## config.mk

```make
export PLATFORM = sky130hd
export DESIGN_NAME = hc_tx_port_arbiter_flat
export DESIGN_NICKNAME = d
export VERILOG_FILES = /design/src/rtl/hc_tx_pkg.sv /design/src/rtl/hc_tx_port_arbiter_if.sv /design/src/rtl/hc_prio_enc.sv /design/src/rtl/hc_tx_port_arbiter.sv /design/src/flat_wrapper.sv
export SDC_FILE = /design/constraint.sdc
export NUM_CORES = 1
export LEC_CHECK = 0
export CORE_ASPECT_RATIO = 0.5
export CORE_MARGIN = 3
export CORE_UTILIZATION = 32
export DETAILED_ROUTE_END_ITERATION = 16
export PLACE_DENSITY_LB_ADDON = 0.2
export SYNTH_ARGS = -nofsm -noshare
export SYNTH_HDL_FRONTEND = slang
export SYNTH_SLANG_ARGS = --single-unit
```

## constraint.sdc

```tcl
create_clock -name clk -period 3.4 [get_ports clk]
set_input_delay 0.68 -clock clk [delete_from_list [all_inputs] [get_ports clk]]
set_output_delay 0.68 -clock clk [all_outputs]
set_load 0.01 [all_outputs]
```

## src/rtl/hc_tx_pkg.sv

```systemverilog
// Shared definitions for the host-controller transmit path: SIE control codes,
// requester indices and the port-arbiter state encoding.
package hc_tx_pkg;

  localparam int N_REQ_DEF = 3;

  localparam logic [7:0] TX_PACKET_START  = 8'h02;
  localparam logic [7:0] TX_PACKET_STREAM = 8'h03;
  localparam logic [7:0] TX_PACKET_STOP   = 8'h04;
  localparam logic [7:0] TX_LINE_CTRL     = 8'h06;

  localparam int REQ_DIRECT_CTRL = 0;
  localparam int REQ_SOF         = 1;
  localparam int REQ_SEND_PKT    = 2;

  typedef enum logic [1:0] {
    ARB_IDLE  = 2'd0,
    ARB_OWNED = 2'd1,
    ARB_GAP   = 2'd2
  } arb_state_e;

endpackage

```

## src/rtl/hc_tx_port_arbiter_if.sv

```systemverilog
// Requester-side and SIE-side signals of the shared transmit port.
// slave is the arbiter's view; master is the surrounding sources and SIE.
interface hc_tx_port_arbiter_if #(parameter int N_REQ = 3);
  logic [N_REQ-1:0]   req;
  logic [N_REQ-1:0]   gnt;
  logic [N_REQ-1:0]   reqWEn;
  logic [8*N_REQ-1:0] reqData;
  logic [8*N_REQ-1:0] reqCntl;
  logic [N_REQ-1:0]   reqRdy;
  logic               HCTxPortWEn;
  logic [7:0]         HCTxPortData;
  logic [7:0]         HCTxPortCntl;
  logic               HCTxPortRdy;
  logic               wenViolation;

  modport slave (
    input  req, reqWEn, reqData, reqCntl, HCTxPortRdy,
    output gnt, reqRdy, HCTxPortWEn, HCTxPortData, HCTxPortCntl, wenViolation
  );

  modport master (
    output req, reqWEn, reqData, reqCntl, HCTxPortRdy,
    input  gnt, reqRdy, HCTxPortWEn, HCTxPortData, HCTxPortCntl, wenViolation
  );
endinterface

```

## src/rtl/hc_prio_enc.sv

```systemverilog
// Lowest-set-bit priority encoder; bit 0 has the highest priority.
module hc_prio_enc #(
  parameter  int W  = 3,
  localparam int IW = (W > 1) ? $clog2(W) : 1
) (
  input  logic [W-1:0]  req_i,
  output logic [IW-1:0] idx_o,
  output logic          valid_o
);

  always_comb begin
    idx_o   = '0;
    valid_o = |req_i;
    for (int i = W - 1; i >= 0; i--) begin
      if (req_i[i]) idx_o = IW'(i);
    end
  end

endmodule

```

## src/rtl/hc_tx_port_arbiter.sv

```systemverilog
// Fixed-priority, hold-until-release owner of the single SIE transmit port.
// Grant and violation flag are registered; the byte path is combinational.
module hc_tx_port_arbiter
  import hc_tx_pkg::*;
#(
  parameter int N_REQ = N_REQ_DEF
) (
  input logic clk,
  input logic rst,
  hc_tx_port_arbiter_if.slave bus
);

  localparam int IW = (N_REQ > 1) ? $clog2(N_REQ) : 1;

  arb_state_e       state_q;
  logic [IW-1:0]    owner_q;
  logic [N_REQ-1:0] gnt_q;
  logic             wen_viol_q;

  logic [IW-1:0]    enc_idx;
  logic             enc_valid;
  logic [N_REQ-1:0] enc_oh;
  logic [N_REQ-1:0] owner_oh;
  logic [N_REQ-1:0] stray_wen;
  logic             wen_viol_d;
  logic             port_live;

  logic             port_wen;
  logic [7:0]       port_data;
  logic [7:0]       port_cntl;
  logic [N_REQ-1:0] rdy_fwd;

  hc_prio_enc #(.W(N_REQ)) u_prio_enc (
    .req_i   (bus.req),
    .idx_o   (enc_idx),
    .valid_o (enc_valid)
  );

  assign enc_oh = bus.req & (~bus.req + N_REQ'(1));

  always_comb begin
    owner_oh = '0;
    for (int i = 0; i < N_REQ; i++) owner_oh[i] = (owner_q == IW'(i));
  end

  // Any strobe not from the current owner is dropped and flagged.
  assign stray_wen  = bus.reqWEn & ~((state_q == ARB_OWNED) ? owner_oh : '0);
  assign wen_viol_d = |stray_wen;

  always_ff @(posedge clk) begin
    if (rst) begin
      state_q    <= ARB_IDLE;
      owner_q    <= '0;
      gnt_q      <= '0;
      wen_viol_q <= 1'b0;
    end else begin
      wen_viol_q <= wen_viol_d;
      case (state_q)
        ARB_IDLE: begin
          if (enc_valid) begin
            owner_q <= enc_idx;
            gnt_q   <= enc_oh;
            state_q <= ARB_OWNED;
          end
        end
        ARB_OWNED: begin
          if ((bus.req & owner_oh) == '0) begin
            gnt_q   <= '0;
            state_q <= ARB_GAP;
          end
        end
        ARB_GAP:  state_q <= ARB_IDLE;
        default:  state_q <= ARB_IDLE;
      endcase
    end
  end

  // Gating with rst blanks the port in the same cycle reset is applied.
  assign port_live = (state_q == ARB_OWNED) && !rst;

  always_comb begin
    port_wen  = 1'b0;
    port_data = 8'h00;
    port_cntl = 8'h00;
    rdy_fwd   = '0;
    for (int i = 0; i < N_REQ; i++) begin
      if (port_live && owner_oh[i]) begin
        port_wen   = bus.reqWEn[i];
        port_data  = bus.reqData[8*i +: 8];
        port_cntl  = bus.reqCntl[8*i +: 8];
        rdy_fwd[i] = bus.HCTxPortRdy;
      end
    end
  end

  assign bus.gnt          = gnt_q;
  assign bus.wenViolation = wen_viol_q;
  assign bus.HCTxPortWEn  = port_wen;
  assign bus.HCTxPortData = port_data;
  assign bus.HCTxPortCntl = port_cntl;
  assign bus.reqRdy       = rdy_fwd;

endmodule

```

## src/flat_wrapper.sv

```systemverilog
// flat-port wrapper written by rule: the top's interface ports become plain ports
module hc_tx_port_arbiter_flat import hc_tx_pkg::*;
#(
  parameter int N_REQ = N_REQ_DEF
)
  (clk, rst, bus_req, bus_reqWEn, bus_reqData, bus_reqCntl, bus_HCTxPortRdy, bus_gnt, bus_reqRdy, bus_HCTxPortWEn, bus_HCTxPortData, bus_HCTxPortCntl, bus_wenViolation);
  hc_tx_port_arbiter_if #(.N_REQ(N_REQ)) bus_i ();
  input logic clk;
  input logic rst;
  input wire logic [$bits(bus_i.req)-1:0] bus_req;
  input wire logic [$bits(bus_i.reqWEn)-1:0] bus_reqWEn;
  input wire logic [$bits(bus_i.reqData)-1:0] bus_reqData;
  input wire logic [$bits(bus_i.reqCntl)-1:0] bus_reqCntl;
  input wire logic [$bits(bus_i.HCTxPortRdy)-1:0] bus_HCTxPortRdy;
  output wire logic [$bits(bus_i.gnt)-1:0] bus_gnt;
  output wire logic [$bits(bus_i.reqRdy)-1:0] bus_reqRdy;
  output wire logic [$bits(bus_i.HCTxPortWEn)-1:0] bus_HCTxPortWEn;
  output wire logic [$bits(bus_i.HCTxPortData)-1:0] bus_HCTxPortData;
  output wire logic [$bits(bus_i.HCTxPortCntl)-1:0] bus_HCTxPortCntl;
  output wire logic [$bits(bus_i.wenViolation)-1:0] bus_wenViolation;
  assign bus_i.req = bus_req;
  assign bus_i.reqWEn = bus_reqWEn;
  assign bus_i.reqData = bus_reqData;
  assign bus_i.reqCntl = bus_reqCntl;
  assign bus_i.HCTxPortRdy = bus_HCTxPortRdy;
  assign bus_gnt = bus_i.gnt;
  assign bus_reqRdy = bus_i.reqRdy;
  assign bus_HCTxPortWEn = bus_i.HCTxPortWEn;
  assign bus_HCTxPortData = bus_i.HCTxPortData;
  assign bus_HCTxPortCntl = bus_i.HCTxPortCntl;
  assign bus_wenViolation = bus_i.wenViolation;
  hc_tx_port_arbiter #(.N_REQ(N_REQ)) u_core (.clk(clk), .rst(rst), .bus(bus_i));
endmodule
```

Word-level counts from Yosys, hierarchy flattened:

Index checks and enable logic that the tools add are counted.

* $add $sub $neg: 1
* eq/ne operators: 5
* muxes and demuxes: 22
* bitwise gates (word level): 5
* reductions and logical operators: 14

Operator list (number)
* 2-to-1 mux 8 bit: 6
* 2-to-1 mux 2 bit: 5
* bitwise AND 3 bit: 3
* 2-to-1 mux 3 bit: 3
* 2-to-1 mux 1 bit: 6
* inverter 3 bit: 2
* one-hot mux 3 bit (2 select lines): 1
* OR reduction 3 bit: 2
* equality test 2 x 1 -> 1 bit (second input constant): 2
* logical AND 1 bit: 4
* logical NOT 2 bit: 2
* != test 2 x 1 -> 1 bit (second input constant): 2
* one-hot mux 2 bit (2 select lines): 1
* AND reduction 2 bit: 2
* adder 3 x 1 -> 3 bit (second input constant): 1
* logical NOT 3 bit: 1
* AND reduction 3 bit: 1
* equality test 2 bit (second input constant): 1
* nonzero test 2 bit: 1
* logical NOT 1 bit: 1

* register bits after elaboration: 8
* bits of input ports: 57

Longest topological paths before layout:

* depth after elaboration: 6
* mapped depth: 6

By module:

Synthesis repeated with hierarchy kept, for this count alone.

* cell total of the unflattened synthesis: 90
* area total of the unflattened synthesis: 832.0 um2

Modules (own cells, without submodules)
* hc_tx_port_arbiter: instances 1, cells an instance 87, area each 812.0 um2, sequential area each 160.2 um2
* hc_prio_enc: instances 1, cells an instance 3, area each 20.0 um2, sequential area each 0.0 um2

Least setup slack after synthesis:

No wires, ideal clock.

* path kind: in2out
* start: in rst
* end: out bus_HCTxPortCntl[0]
* arrival time: 1.528 ns
* slack: 1.192 ns
* stages on the path: 5
* buffers on the path: 3
* cells stage by stage: clkbuf_1 or2_1 buf_2 buf_6 nor2_1

* cells in the longest elaborated chain, start to end: 6
* elaborated cells between the ends (all ways): 8

RTL lines
* start, declared: RTL line flat_wrapper.sv:9 `input logic rst;`
* logical NOT 1 bit (*): RTL line hc_tx_port_arbiter.sv:79 `assign port_live = (state_q == ARB_OWNED) && !rst;`
* logical AND 1 bit (*): RTL line hc_tx_port_arbiter.sv:79
* logical AND 1 bit: RTL line hc_tx_port_arbiter.sv:87 `if (port_live && owner_oh[i]) begin`
* 2-to-1 mux 8 bit (2 in a row): RTL line hc_tx_port_arbiter.sv:87
* 2-to-1 mux 8 bit (*): RTL line hc_tx_port_arbiter.sv:87
* end, declared: RTL line flat_wrapper.sv:19 `output wire logic [$bits(bus_i.HCTxPortCntl)-1:0] bus_HCTxPortCntl;`

Every way passes the cells marked *; elsewhere a longest branch is shown, timed or not.

Worst setup path after layout:

* start: in rst
* end: out bus_HCTxPortCntl[3]

The elaborated chain is that of the path after synthesis.

==> results.md <==
* Max_cap viols at 0
* Status: completed
* Clk sink count at 8
* Most common cell after layout, fill and taps aside: clkdlybuf4s50_1
* Post-layout util at 0.7308
* DP Area at 1670 um2
* Number of global-route vias before repair at 1,090
* Final instance area at 1712 um2
* Top Usage Layer GRT: met2
* Layout overhead on the synthesized area at 104.5%
* Synth top area cells: mux2i_1, dfxtp_1, nor2_1
* Syn Inst Count at approximately 120
* Final Cycle Share at 0.8798
* Routability Congestion at 0.7743
* TritonRoute pass-1 iters at 4
* Rel. slew slack at 0.5996
* Die H at 42.17 um
* Leak at 0.6294 nW
* Register area share after synthesis at 0.1913
* Starting density of the core at 0.3574
* Setup Buffers After CTS at 0
* Most used DFF post-synth: dfxtp_1
* Mux share of post-synthesis cell area at 0.2152
* Clk root buf: clkbuf_8
* Port Buffers at 80
* WL final at 3.056 mm
* DR iter-0 viols at 78
* Hold-fix buffers at CTS at 0
* Layout cells sized above 1 at 0.04455
* Async SR Flop Fraction at 0
* Min Tclk post-route at ~3.0 ns
* Crit path DAT at 2.31 ns
* Area of the core at ~2300 um2
* Share of the synthesized area in the top cell type at 0.2152
* Vias per inst at between 4 and 5
* # rows at 12
* Main combinational cell family by area after synthesis: simple AND/OR/NAND/NOR gates
* VDD IR max at 0.1382 mV
* GRT met2 Usage at 0.3656
* Post-CTS Resized at 0
* Setup crit start kind: input pin
* Clock-pin slew on the worst setup and hold paths at 0.04 ns
* Mapped Nets at between 150 and 200
* GR Util All Layers at 0.1880
* CP Data Required Time at 2.72 ns
* Die area at 3303 um2
* Deepest clock path buffer count at 2
* Overflow after GRT at 0
* Initial antenna violation count at 0
* Worst-Skew Late Latency at roughly 0.23 ns
* Xor and xnor area share after synthesis at 0
* Detailed Place HPWL at 2.430 mm
* Synth area leader: mux2i_1
* #FFs+latches synth at 8
* GR Util met3 at 0.03433
* Pin count of the biggest net entering global routing at 25
* # DRC at 0
* Power Density at 254.8 nW/um2
* Synth Cell Area at 837.1 um2
* TritonCTS Buffers at 3
* Mean Syn Cell Area at 6.750 um2
* Routed via count at 1,163
* Worst-margin pin slew at 0.6005 ns
* Pwr Total at roughly 0.44 mW
* Fmax at ~0.33 GHz
* I/O pins at 81
* Endpoints failing setup at 0
* CTS tree: built
* Syn. warnings at 0
* Setup_tns at 0 ns
* Cell variety after synth at 28
* Nets at 261
* Number of H-tree levels at 1
* Final slew viol count at 0
* Antenna Nets Post-Route at 0
* Synth Area in Simple Gates at 0.2735
* Die X at between 70 and 80 um
* Critical Path Fanout Max at 17
* EDFF count, synth at 0
* Skew final at approximately 0.0043 ns
* Number of diodes at 0
* Global-route wire length before repair at 5.057 mm
* Most frequent cells in the layout: clkdlybuf4s50_1, nor2_1, a21oi_1
* RSZ-0062 raised after global routing: no
* Crit end category: output pin
* Per-cell routed wire length at 12.89 um
* Met1 global-route usage at 0.2061
* Endpoints failing hold at 0
* Synth Area in Adders at 0
* Critical Setup Path Class: input pin to output pin
* Synth Area in Compound Gates at 0.2422
* Type of the tightest min-delay check: flip-flop to flip-flop
==> metal layers <==
layer / wire length, um / vias to the layer above / part of all wire
met5: 0 / - / 0
met4: 0 / 0 / 0
met3: 208 / 0 / 0.068
met2: 1715 / 45 / 0.56
met1: 1132 / 527 / 0.37
li1: - / 591 / -
==> critical path, stage by stage <==
cell and delay (ns):
clkdlybuf4s50_1 0.41, or2_1 0.46, nor2_1 0.20, clkdlybuf4s50_1 0.56
==> power by group <==
group	leakage (nW)	total [mW]	switching (mW)	internal, mW
Sequential	0.0659	0.111	0.00944	0.102
Combinational	0.542	0.212	0.0830	0.129
Clock	0.0216	0.113	0.0365	0.0766
Total	0.629	0.436	0.129	0.307
==> cells by family (layout without fill, tap and decap cells) <==
kind of cell | count (synthesis) | in the layout
AOI/OAI and AO/OA | 33 | 33
and+or+nand+nor | 54 | 54
buffers and inverters | 11 | 89
muxes | 18 | 18
DFF | 8 | 8
==> stage by stage <==
| stage | instances | hold slack, ns | setup WS, ns |
|---|---|---|---|
| detailed placement | 234 | 0.4561 | 0.4132 |
| global placement | 234 | 0.4516 | 0.4454 |
| floorplan | 124 | 0.4649 | 1.192 |
| global route | 237 | 0.4923 | 0.3063 |
| CTS | 237 | 0.4658 | 0.4078 |
| finish | 237 | 0.4604 | 0.4088 |
==> synth_stat cells, types with 2 or more instances <==
library cell	n
buf_2	4
o21ai_0	2
nand2b_1	2
nor3_1	4
buf_6	2
nor2_1	41
clkbuf_1	3
a21oi_1	20
mux2i_1	18
nor2b_1	2
a22o_1	2
dfxtp_1	8
==> final cells by class <==
cell class	count	area (um2)
clock buffer	3	41.29
multi-input combinational	105	611.8
tap	35	43.79
inverter	1	3.754
sequential	8	160.2
timing repair buffer	85	850.8
fill	201	630.6
==> sequential cells by signal (all words and copies together) (netlist names) <==
signal,flops
u_core.bus.wenViolation,1
u_core.bus.gnt,3
u_core.state_q,2
u_core.owner_q,2
==> final timing paths <==
path	end	start	cells past startpoint	slack (ns)
max	bus_HCTxPortCntl[3]	rst	4	0.41
min	u_core.bus.gnt[2]$_SDFFE_PP0P_	u_core.bus.gnt[2]$_SDFFE_PP0P_	1	0.46
max reg2reg	u_core.bus.gnt[1]$_SDFFE_PP0P_	u_core.owner_q[1]$_SDFFE_PP0P_	6	1.58
min reg2reg	u_core.bus.gnt[2]$_SDFFE_PP0P_	u_core.bus.gnt[2]$_SDFFE_PP0P_	1	0.46
(Power assumes the default switching activity.)
